### src/rtl/bmu_exec.sv
// rtl/bmu_exec.sv - Branch/Memory Unit execution sequencer
// Runs classified BMU ops: memory load/store, stack push/pop, compare, branch, literal load.
module bmu_exec #(
  parameter int                 DATA_W  = 16,
  parameter int                 ADDR_W  = 16,
  parameter logic [ADDR_W-1:0]  SP_INIT = {ADDR_W{1'b1}}
) (
  input  logic              clk,
  input  logic              rst,
  input  logic              start,
  input  logic [6:0]        OP,
  input  logic              load,
  input  logic              store,
  input  logic              branch,
  input  logic              cmp,
  input  logic              stack,
  input  logic              ldl,
  input  logic [DATA_W-1:0] a,
  input  logic [DATA_W-1:0] b,
  input  logic [ADDR_W-1:0] addr,
  output logic              ready,
  output logic              done,
  output logic [DATA_W-1:0] result,
  output logic              zf,
  output logic              nf,
  output logic              br_taken,
  output logic [ADDR_W-1:0] br_target,
  output logic [ADDR_W-1:0] sp,
  output logic              mem_req,
  output logic              mem_we,
  output logic [ADDR_W-1:0] mem_addr,
  output logic [DATA_W-1:0] mem_wdata,
  input  logic [DATA_W-1:0] mem_rdata,
  input  logic              mem_ack
);

  typedef enum logic [1:0] {IDLE, MEM, FIN} state_t;

  localparam int EXT_W = (DATA_W > ADDR_W) ? DATA_W : ADDR_W;
  localparam logic [ADDR_W-1:0] SP_ONE = ADDR_W'(1);

  state_t             state;
  logic               rd_op;
  logic               sp_dec;
  logic               sp_inc;
  logic [EXT_W-1:0]   sp_w;
  logic [EXT_W-1:0]   addr_w;

  // Zero-extend (or truncate) address-width values into the data path.
  assign sp_w   = EXT_W'(sp);
  assign addr_w = EXT_W'(addr);
  assign ready  = (state == IDLE);

  always_ff @(posedge clk) begin
    if (rst) begin
      state     <= IDLE;
      done      <= 1'b0;
      mem_req   <= 1'b0;
      mem_we    <= 1'b0;
      mem_addr  <= '0;
      mem_wdata <= '0;
      result    <= '0;
      zf        <= 1'b0;
      nf        <= 1'b0;
      br_taken  <= 1'b0;
      br_target <= '0;
      sp        <= SP_INIT;
      rd_op     <= 1'b0;
      sp_dec    <= 1'b0;
      sp_inc    <= 1'b0;
    end else begin
      case (state)
        IDLE: begin
          if (start) begin
            state <= FIN;
            done  <= 1'b1;
            if (stack) begin
              case (OP)
                7'd40: result <= sp_w[DATA_W-1:0];
                7'd41: sp <= a[ADDR_W-1:0];
                7'd42: begin
                  state     <= MEM;
                  done      <= 1'b0;
                  mem_req   <= 1'b1;
                  mem_we    <= 1'b1;
                  mem_addr  <= sp - SP_ONE;
                  mem_wdata <= a;
                  rd_op     <= 1'b0;
                  sp_dec    <= 1'b1;
                  sp_inc    <= 1'b0;
                end
                7'd43: begin
                  state    <= MEM;
                  done     <= 1'b0;
                  mem_req  <= 1'b1;
                  mem_we   <= 1'b0;
                  mem_addr <= sp;
                  rd_op    <= 1'b1;
                  sp_dec   <= 1'b0;
                  sp_inc   <= 1'b1;
                end
                default: ;
              endcase
            end else if (load || store) begin
              if (OP == 7'd60 || OP == 7'd61) begin
                state     <= MEM;
                done      <= 1'b0;
                mem_req   <= 1'b1;
                mem_we    <= (OP == 7'd61);
                mem_addr  <= addr;
                mem_wdata <= a;
                rd_op     <= (OP == 7'd60);
                sp_dec    <= 1'b0;
                sp_inc    <= 1'b0;
              end
            end else if (cmp) begin
              if (OP == 7'd50) begin
                zf <= (a == b);
                nf <= ($signed(a) < $signed(b));
              end
            end else if (branch) begin
              // Flags are read as they stand at accept, before any later compare.
              br_target <= addr;
              case (OP)
                7'd51:   br_taken <= zf;
                7'd52:   br_taken <= !zf;
                7'd53:   br_taken <= nf;
                7'd54:   br_taken <= 1'b1;
                default: br_taken <= 1'b0;
              endcase
            end else if (ldl) begin
              if (OP == 7'd64) result <= addr_w[DATA_W-1:0];
            end
          end
        end
        MEM: begin
          if (mem_ack) begin
            state   <= FIN;
            done    <= 1'b1;
            mem_req <= 1'b0;
            mem_we  <= 1'b0;
            if (rd_op)  result <= mem_rdata;
            if (sp_dec) sp <= sp - SP_ONE;
            if (sp_inc) sp <= sp + SP_ONE;
          end
        end
        default: begin
          state    <= IDLE;
          done     <= 1'b0;
          br_taken <= 1'b0;
        end
      endcase
    end
  end

endmodule

### config.mk
export PLATFORM = sky130hd
export DESIGN_NAME = bmu_exec
export DESIGN_NICKNAME = d
export VERILOG_FILES = /design/src/rtl/bmu_exec.sv
export SDC_FILE = /design/constraint.sdc
export NUM_CORES = 1
export LEC_CHECK = 0
export BUFFER_PORTS_ARGS = -buffer_cell sky130_fd_sc_hd__buf_2
export CAP_MARGIN = 20
export CORE_MARGIN = 8
export CORE_UTILIZATION = 58
export CTS_BUF_LIST = sky130_fd_sc_hd__clkbuf_4 sky130_fd_sc_hd__clkbuf_8
export DETAILED_ROUTE_END_ITERATION = 7
export PLACE_DENSITY = 0.89
export SYNTH_ARGS = -nofsm -noshare
export SYNTH_HDL_FRONTEND = slang
export SYNTH_SLANG_ARGS = --single-unit
### constraint.sdc
create_clock -name clk -period 7.5 [get_ports clk]
set_clock_uncertainty 0.2 [all_clocks]
set_input_delay 0.75 -clock clk [delete_from_list [all_inputs] [get_ports clk]]
set_output_delay 0.75 -clock clk [all_outputs]
set_load 0.01 [all_outputs]
# After elaboration in Yosys (flattened, before gate mapping)
# Index checks and enable logic that the tools add are counted.
dict set report totals {
  register_bits 91
  latch_bits 0
  elab_cells 144
  mem_bits_rw 0
  inputBits 81
  mem_bits_ro 0
  memories 0
  out_inout_bits 87
}
dict set report op_classes {
  eq_ne 36
  mux 68
  shifts 0
  n_div 0
  n_addsub 2
  multipliers 0
  bitwise 4
  n_lt_le_gt_ge 1
  reduce_logical 18
}
# operator count
set op_table {}
lappend op_table {{16-bit two-way mux} 23}
lappend op_table {{16-bit case mux with 2 select lines} 3}
lappend op_table {{7-bit by 6-bit == test with 1-bit output (second input constant)} 11}
lappend op_table {{6-bit AND reduction} 6}
lappend op_table {{1-bit two-way mux} 28}
lappend op_table {{3-bit inequality test (second input constant)} 6}
lappend op_table {{16-bit by 1-bit adder with 16-bit output (second input constant)} 1}
lappend op_table {{16-bit == test} 1}
lappend op_table {{16-bit less-than comparator} 1}
lappend op_table {{2-bit inequality test (second input constant)} 8}
lappend op_table {{16-bit by 1-bit subtractor with 16-bit output (second input constant)} 1}
lappend op_table {{2-bit two-way mux} 6}
lappend op_table {{3-bit by 2-bit inequality test with 1-bit output (second input constant)} 4}
lappend op_table {{1-bit case mux with 2 select lines} 6}
lappend op_table {{10-bit AND reduction} 1}
lappend op_table {{5-bit AND reduction} 2}
lappend op_table {{7-bit == test (second input constant)} 1}
lappend op_table {{2-bit nonzero test} 3}
lappend op_table {{2-bit by 1-bit inequality test with 1-bit output (second input constant)} 2}
lappend op_table {{4-bit by 2-bit inequality test with 1-bit output (second input constant)} 1}
lappend op_table {{1-bit NOT} 4}
lappend op_table {{1-bit case mux with 4 select lines} 1}
lappend op_table {{2-bit case mux with 2 select lines} 1}
lappend op_table {{3-bit by 1-bit inequality test with 1-bit output (second input constant)} 1}
lappend op_table {{6 further kinds} 7}

# Logic depth before layout (Yosys ltp)
# Gate-level depths: netlist of run 1.
dict set report logic_depth {
  word_depth 9
  depth_mapped 9
  ltp_nobuf 8
}

# Least setup slack after synthesis of run 1
# OpenSTA, ideal clock, no wires.
dict set report synth_path {
  path_type {reg-to-reg}
  from {register sp[0]}
  to {register mem_addr[14]}
  path_buffers 1
  t_arrival_ns 2.143
  path_stages_with_launch 10
  t_required_ns 7.168
  setup_time_ns 0.132
  path_slack_ns 5.025
  period_less_slack_ns 2.475
  cell_sequence {dfxtp_1 -> clkbuf_1 -> inv_1 -> ha_1 -> or4b_4 -> nor4_2 -> xnor2_1 -> nor2_1 -> a2111oi_0 -> nor3_1}
}
dict set report synth_between {
  elab_chain_len 3
}
# item line
set synth_rtl {}
lappend synth_rtl {{from (decl)} 28} ;# output logic [ADDR_W-1:0] sp,
lappend synth_rtl {{from (signal assigned)} 80} ;# 7'd41: sp <= a[ADDR_W-1:0];
lappend synth_rtl {{from (signal assigned)} 143} ;# if (sp_dec) sp <= sp - SP_ONE;
lappend synth_rtl {{from (signal assigned)} 144} ;# if (sp_inc) sp <= sp + SP_ONE;
lappend synth_rtl {{16-bit by 1-bit subtractor with 16-bit output} 86} ;# mem_addr <= sp - SP_ONE;
lappend synth_rtl {{16-bit case mux with 2 select lines} 78} ;# case (OP)
lappend synth_rtl {{16-bit two-way mux} 77} ;# if (stack) begin
lappend synth_rtl {{to (signal assigned)} 86}
lappend synth_rtl {{to (signal assigned)} 97} ;# mem_addr <= sp;
lappend synth_rtl {{to (signal assigned)} 110} ;# mem_addr <= addr;
lappend synth_rtl {{to (decl)} 31} ;# output logic [ADDR_W-1:0] mem_addr,
# No other way between the ends.
# A chain may end at the register's enable or synchronous reset.

# Worst setup path after layout of run 1
dict set report layout_path {
  from {input port stack}
  to {register mem_addr[11]}
}
dict set report layout_between {
  elab_chain_len 2
  elab_cells_between_ends 5
  classes_between {eq/ne (1); mux (1); reduce/logical (3)}
}
# item line
set layout_rtl {}
lappend layout_rtl {{from (decl)} 16} ;# input logic stack,
lappend layout_rtl {{3-bit by 1-bit inequality test with 1-bit output (no source line) / 2-bit nonzero test (equally long branches)} n/a}
lappend layout_rtl {{5-bit AND reduction (no source line)} n/a}
# Parallel ways exist; a longest one is shown, timed or not.

==> results of run 1 <==
[per-stage QoR]
step	std cells	util (%)	power (mW)	cell area, sq um	setup slack, ns
2_1_floorplan	712	-	0.5484	5410	5.025
3_3_place_gp	932	67.03	0.5889	6135	4.149
3_5_place_dp	932	67.03	0.5922	6135	4.059
5_1_grt	948	69.50	0.9909	6361	4.386
4_1_cts	947	69.38	0.9601	6350	4.429
6_report	948	69.50	0.9599	6361	4.604
[kinds of logic (layout without fill, tap and decap cells)]
| logic type | count (synthesis) | count (layout) | synth area share (%) |
|---|---|---|---|
| and+or+nand+nor | 283 | 283 | 25.35 |
| AOI/OAI and AO/OA | 191 | 191 | 22.43 |
| DFF | 90 | 90 | 33.30 |
| buffers and inverters | 85 | 210 | 6.776 |
| muxes | 30 | 30 | 5.550 |
| adders and majority gates | 18 | 18 | 4.163 |
| xor gates and xnor gates | 15 | 15 | 2.428 |
[layout make-up]
class	count	area share (%)
timing repair buffer	172	13.79
multi-input combinational	537	50.96
inverter	23	1.357
clock inverter	6	1.436
clock buffer	9	1.947
tap	111	2.183
sequential	90	28.32
[flip-flops by register name, summed over array words and instances, names as in the netlist]
signal / cells
br_target: 16
mem_addr: 16
mem_wdata: 16
result: 16
sp: 16
br_taken: 1
done: 1
mem_req: 1
mem_we: 1
nf: 1
rd_op: 1
sp_dec: 1
sp_inc: 1
state: 1
zf: 1
[layout by cell type (no fill, tap or decap), types with 3 or more instances in the layout]
master	instances
buf_2	167
nand2_1	93
dfxtp_1	90
nor2_1	84
a21oi_1	77
o21ai_0	37
mux2i_1	30
inv_1	22
a211o_1	19
ha_1	18
nand3_1	17
nor3_1	16
nor2b_1	12
nand4_1	9
a31oi_1	9
and3_1	9
clkbuf_8	9
nor4_1	8
xor2_1	8
xnor2_1	7
nor3b_1	6
o211ai_1	5
a211oi_1	5
a41oi_1	4
a2111oi_0	4
buf_4	4
and3b_1	3
nand2b_1	3
and2_1	3
a221oi_1	3
[final timing paths]
kind                                    from      endpoint  slack, ns  cells after the start
worst max register to register         sp[0]        sp[14]       4.67                      8
worst min-delay path            br_target[9]  br_target[9]       0.26                      2
worst min register to register  br_target[9]  br_target[9]       0.26                      2
worst max-delay path                   stack  mem_addr[11]       4.60                      7
[synthesized netlist by cell type (all sizes together), types with 9 or more instances]
library cell  count  area share (%)
and3              9             1.0
buf              28             2.8
dfxtp            90              33
o21ai            38             3.7
a21oi            78             7.3
nand4             9             1.0
nor3             18             2.0
mux2i            30             5.6
clkbuf           34             2.4
a31oi             9             1.0
nand3            17             1.6
nor2             85             5.9
inv              22             1.5
a211o            19             3.1
nor4             10             1.4
nand2            93             6.5
nor2b            13             1.5
ha               18             4.2
[per-layer routing]
metal	up-vias	routed length, microns	track usage (%)
met5	-	0	0
met4	0	537	12.32
met3	54	1220	5.636
met2	318	8889	47.45
met1	2785	7014	30.23
li1	2761	-	-
[report_power, final]
group          switching [mW]  internal, mW
Sequential            0.00288         0.480
Combinational          0.0607        0.0406
Clock                   0.188         0.188
[critical path, cell delays in order]
cell and delay (ns):
buf_2 0.61, nor3_1 0.12, nand2b_1 0.24, nor2_1 0.14, nand2_1 0.36, a2111oi_0 0.64, nor2_1 0.07
==> out/results.txt, run 1 <==
status: finished, final reports clean
Critical Path Fanout Max: 43
clk sinks: 90
gr usage total: 26.85%
area of the multi-input gates: 3242 sq um
Tmin final: 2.896 ns
WL final: 17660 microns
Power Density: 150.9 nW/um^2
post-route ant nets: 0
routed len/inst: 18.63 microns
Layout area overhead: 17.58%
first-pass GRT wire length: 27990 microns
Syn. warnings: 0
DR pass1 iterations: 5
largest net degree at the start of global routing: 83
CP required: 7.54 ns
top_reg_cell synth: dfxtp_1
Post-synth EDFFs: 0
RSZ-0062 raised after global routing: no
via-per-instance ratio: 6.243
Post-Synthesis Cells: 712
Post-Syn Area: 5410 sq um
critical path class: input pin to register
total congestion overflow: 0
CTS Root Cell: clkbuf_8
CTS resizes: 0
startpoint class of the critical path: input pin
Max Cap Viol: 0
DIE AREA: 12670 sq um
DR iter-0 viols: 435
Slew @ Worst Pin: 0.9265 ns
Synth async-reset ratio: 0%
Syn Nets: 811
dpl hpwl: 12920 microns
setup tns final: 0 ns
vias in the first global route: 5817
proportion of layout cells with a drive suffix above 1: 24.25%
register area: 1802 sq um
FP Rows: 35
clk_lat worst skew: 0.37 ns
Slew Limit Fails: 0
Die W: 112.6 microns
TritonCTS buffer count: 9
I/O Pins: 168
sequential-to-total area share from yosys stat: 33.30%
clock-pin slew on the worst setup and hold paths: 0.10 ns
Max Fclk: 345.3 MHz
peak supply drop: 0.09991 mV
nets: 932
Arrival @ worst endpoint: 2.94 ns
Slew headroom: 38.23%
endpoints failing setup: 0
drt drc: 0
initial antenna violation count: 0
Leakage Power: 2.912 nW
via count: 5918
Final Hold Viols: 0
Clock Tree Buf Depth: 2
# H-tree levels: 3
Avg Cell Area, Syn: 7.599 sq um
Die Ht: 112.6 microns
Unique masters post-synth: 72
final hold slack: 0.2572 ns
post-CTS setup buffers: 0
Core ar.: 9153 sq um
worst hold-check path type: register to register
Initial Util: 59.11%
hold buffer count at CTS: 0
fillers: 759
GP Congestion: 0.9088
FF+latch count, synth: 90
final critical-path share of the clock period: 38.61%
CTS tree: yes
I/O Buffers: 167
# diodes: 0
Setup crit end kind: register
No activity file was read; power rests on OpenSTA's default activity.
==> run 2: changes to the inputs <==
Settings changed: CORE_UTILIZATION 58 to 53, PLACE_DENSITY 0.89 to 0.82.
Clock period 7.5 ns to 2.79 ns, I/O delays scaled along.
==> run 2 against run 1 <==
Compared with the run above: count of clock-buffer cells in the layout increased by 1; wire length increased by 2.6%; die area increased by 8.1%; clock power increased to 2.6 times the previous value; total power increased to 2.7 times the previous value; final area increased by 7.1%; setup slack got worse by 4.4 ns; sequential cell count unchanged; sequential share of layout area decreased by 1.9 points; register-to-register slack got worse by 4.3 ns; combinational power increased to 3.0 times the previous value; global-route usage decreased by 0.18 points; critical path type unchanged; largest cell class unchanged; highest routed layer unchanged.
==> out/results.txt, run 2 (same netlist as run 1, synthesis figures left out) <==
status: finished, final reports clean
clock-pin slew on the worst setup and hold paths: 0.10 ns
Seq pwr share: 50.5%
largest net degree at the start of global routing: 82
CTS tree: yes
post-route ant nets: 0
switching pwr: 701.3 uW
setup tns final: 0 ns
Critical path buffers and inverters: 2
via count: 5964
total congestion overflow: 0
vias in the first global route: 5909
dpl hpwl: 13170 microns
combinational share of power: 12.0%
Slew headroom: 40.70%
GP Congestion: 0.8642
CTS Root Cell: clkbuf_8
peak supply drop: 0.2585 mV
Tmin final: 2.570 ns
I/O Buffers: 167
Power Density: 376.4 nW/um^2
DR iter-0 viols: 577
endpoints failing setup: 0
gr usage total: 26.68%
Hold Crit Start: a[4]
Slew @ Worst Pin: 0.8894 ns
post-CTS setup buffers: 0
switch share: 27.35%
# H-tree levels: 3
Critical Path Fanout Max: 3
critical path, cell by cell: dlygate4sd3_1, buf_2, ha_1, and3_1, nand3_1, nor4_1, a221oi_1, mux2i_1, a41o_1
DIE AREA: 13700 sq um
Die Ht: 117.0 microns
commonest non-fill, non-tap cells in the layout: buf_2, nand2_1, dfxtp_1, nor2_1, a21oi_1
Clock Power Share: 37.5%
Setup crit end kind: register
RSZ-0062 raised after global routing: no
Final Hold Viols: 0
fillers: 861
critical path class: input pin to register
Layout area overhead: 25.92%
Arrival @ worst endpoint: 2.70 ns
FP Rows: 37
Critical R2R Launch: sp[0]
fin util: 67.20%
first-pass GRT wire length: 28780 microns
CP required: 2.92 ns
startpoint class of the critical path: input pin
final critical-path share of the clock period: 92.12%
# diodes: 0
drt drc: 0
routed len/inst: 17.74 microns
DR pass1 iterations: 5
proportion of layout cells with a drive suffix above 1: 25.20%
via-per-instance ratio: 5.841
r2r setup slk: 0.36 ns
Max Fclk: 389.1 MHz
initial antenna violation count: 0
Internal: 1.863 mW
I/O Pins: 168
worst hold-check path type: input pin to register
commonest non-fill, non-tap cell in the layout: buf_2
crit-path leading delay family: simple AND/OR/NAND/NOR gates
nets: 979
Core ar.: 10140 sq um
Max Cap Viol: 0
clk_lat worst skew: 0.38 ns
Die W: 117.0 microns
Clock Tree Buf Depth: 2
final hold slack: 0.01508 ns
Critical Path Max Stage Delay: 0.54 ns
clk sinks: 90
WL final: 18120 microns
Worst setup startpoint: a[14]
Slew Limit Fails: 0
slowest stage cell, crit path: dlygate4sd3_1
Leakage Power: 3.118 nW
Initial Util: 53.36%
TritonCTS buffer count: 9
[run 2: metal layers]
metal / GRT usage (%) / vias to the layer above / wire length [microns]
met5: 0 / - / 0
met4: 9.983 / 0 / 380
met3: 6.054 / 35 / 1276
met2: 46.46 / 237 / 9134
met1: 31.28 / 2837 / 7326
li1: - / 2855 / -
[run 2: final cells by class]
cell class	instances	area [sq um]	area share [%]
inverter	23	86.33	1.267
multi-input combinational	537	3242	47.58
sequential	90	1802	26.45
clock inverter	6	72.57	1.065
timing repair buffer	219	1309	19.21
clock buffer	10	131.4	1.928
tap	136	170.2	2.498
[run 2: worst paths after layout]
path,end,cells after the start
worst max-delay path,nf,9
worst min-delay path,mem_wdata[4],3
worst max register to register,mem_addr[14],8
worst min register to register,br_target[1],2
[run 2: power groups by stage]
| stage | clock network [mW] | logic [mW] | registers (mW) |
|---|---|---|---|
| 2_1_floorplan | 0 | 0.149 | 1.33 |
| 3_5_place_dp | 0 | 0.271 | 1.33 |
| 3_3_place_gp | 0 | 0.263 | 1.33 |
| 5_1_grt | 1.02 | 0.337 | 1.30 |
| 6_report | 0.962 | 0.307 | 1.30 |
| 4_1_cts | 0.958 | 0.302 | 1.30 |
[run 2: repair_timing]
action	CTS	global route
hold buffers	28	0
gates resized for setup	0	0
setup endpoints to repair	0	0
endpoints found under the hold margin	28	0
[run 2: per-stage QoR]
stage | instances | cell area [sq um] | power [mW] | setup slack [ns]
finish | 1021 | 6813 | 2.564 | 0.2198
global route | 1021 | 6813 | 2.651 | 0.1141
CTS | 1021 | 6813 | 2.555 | 0.2619
detailed placement | 977 | 6329 | 1.596 | 0.3316
global placement | 977 | 6329 | 1.588 | 0.4230
floorplan | 712 | 5410 | 1.474 | 0.3154
[run 2: tightest hold or removal path, stage by stage]
cell	delay, ns
buf_2	0.11
mux2i_1	0.07
nor2_1	0.10
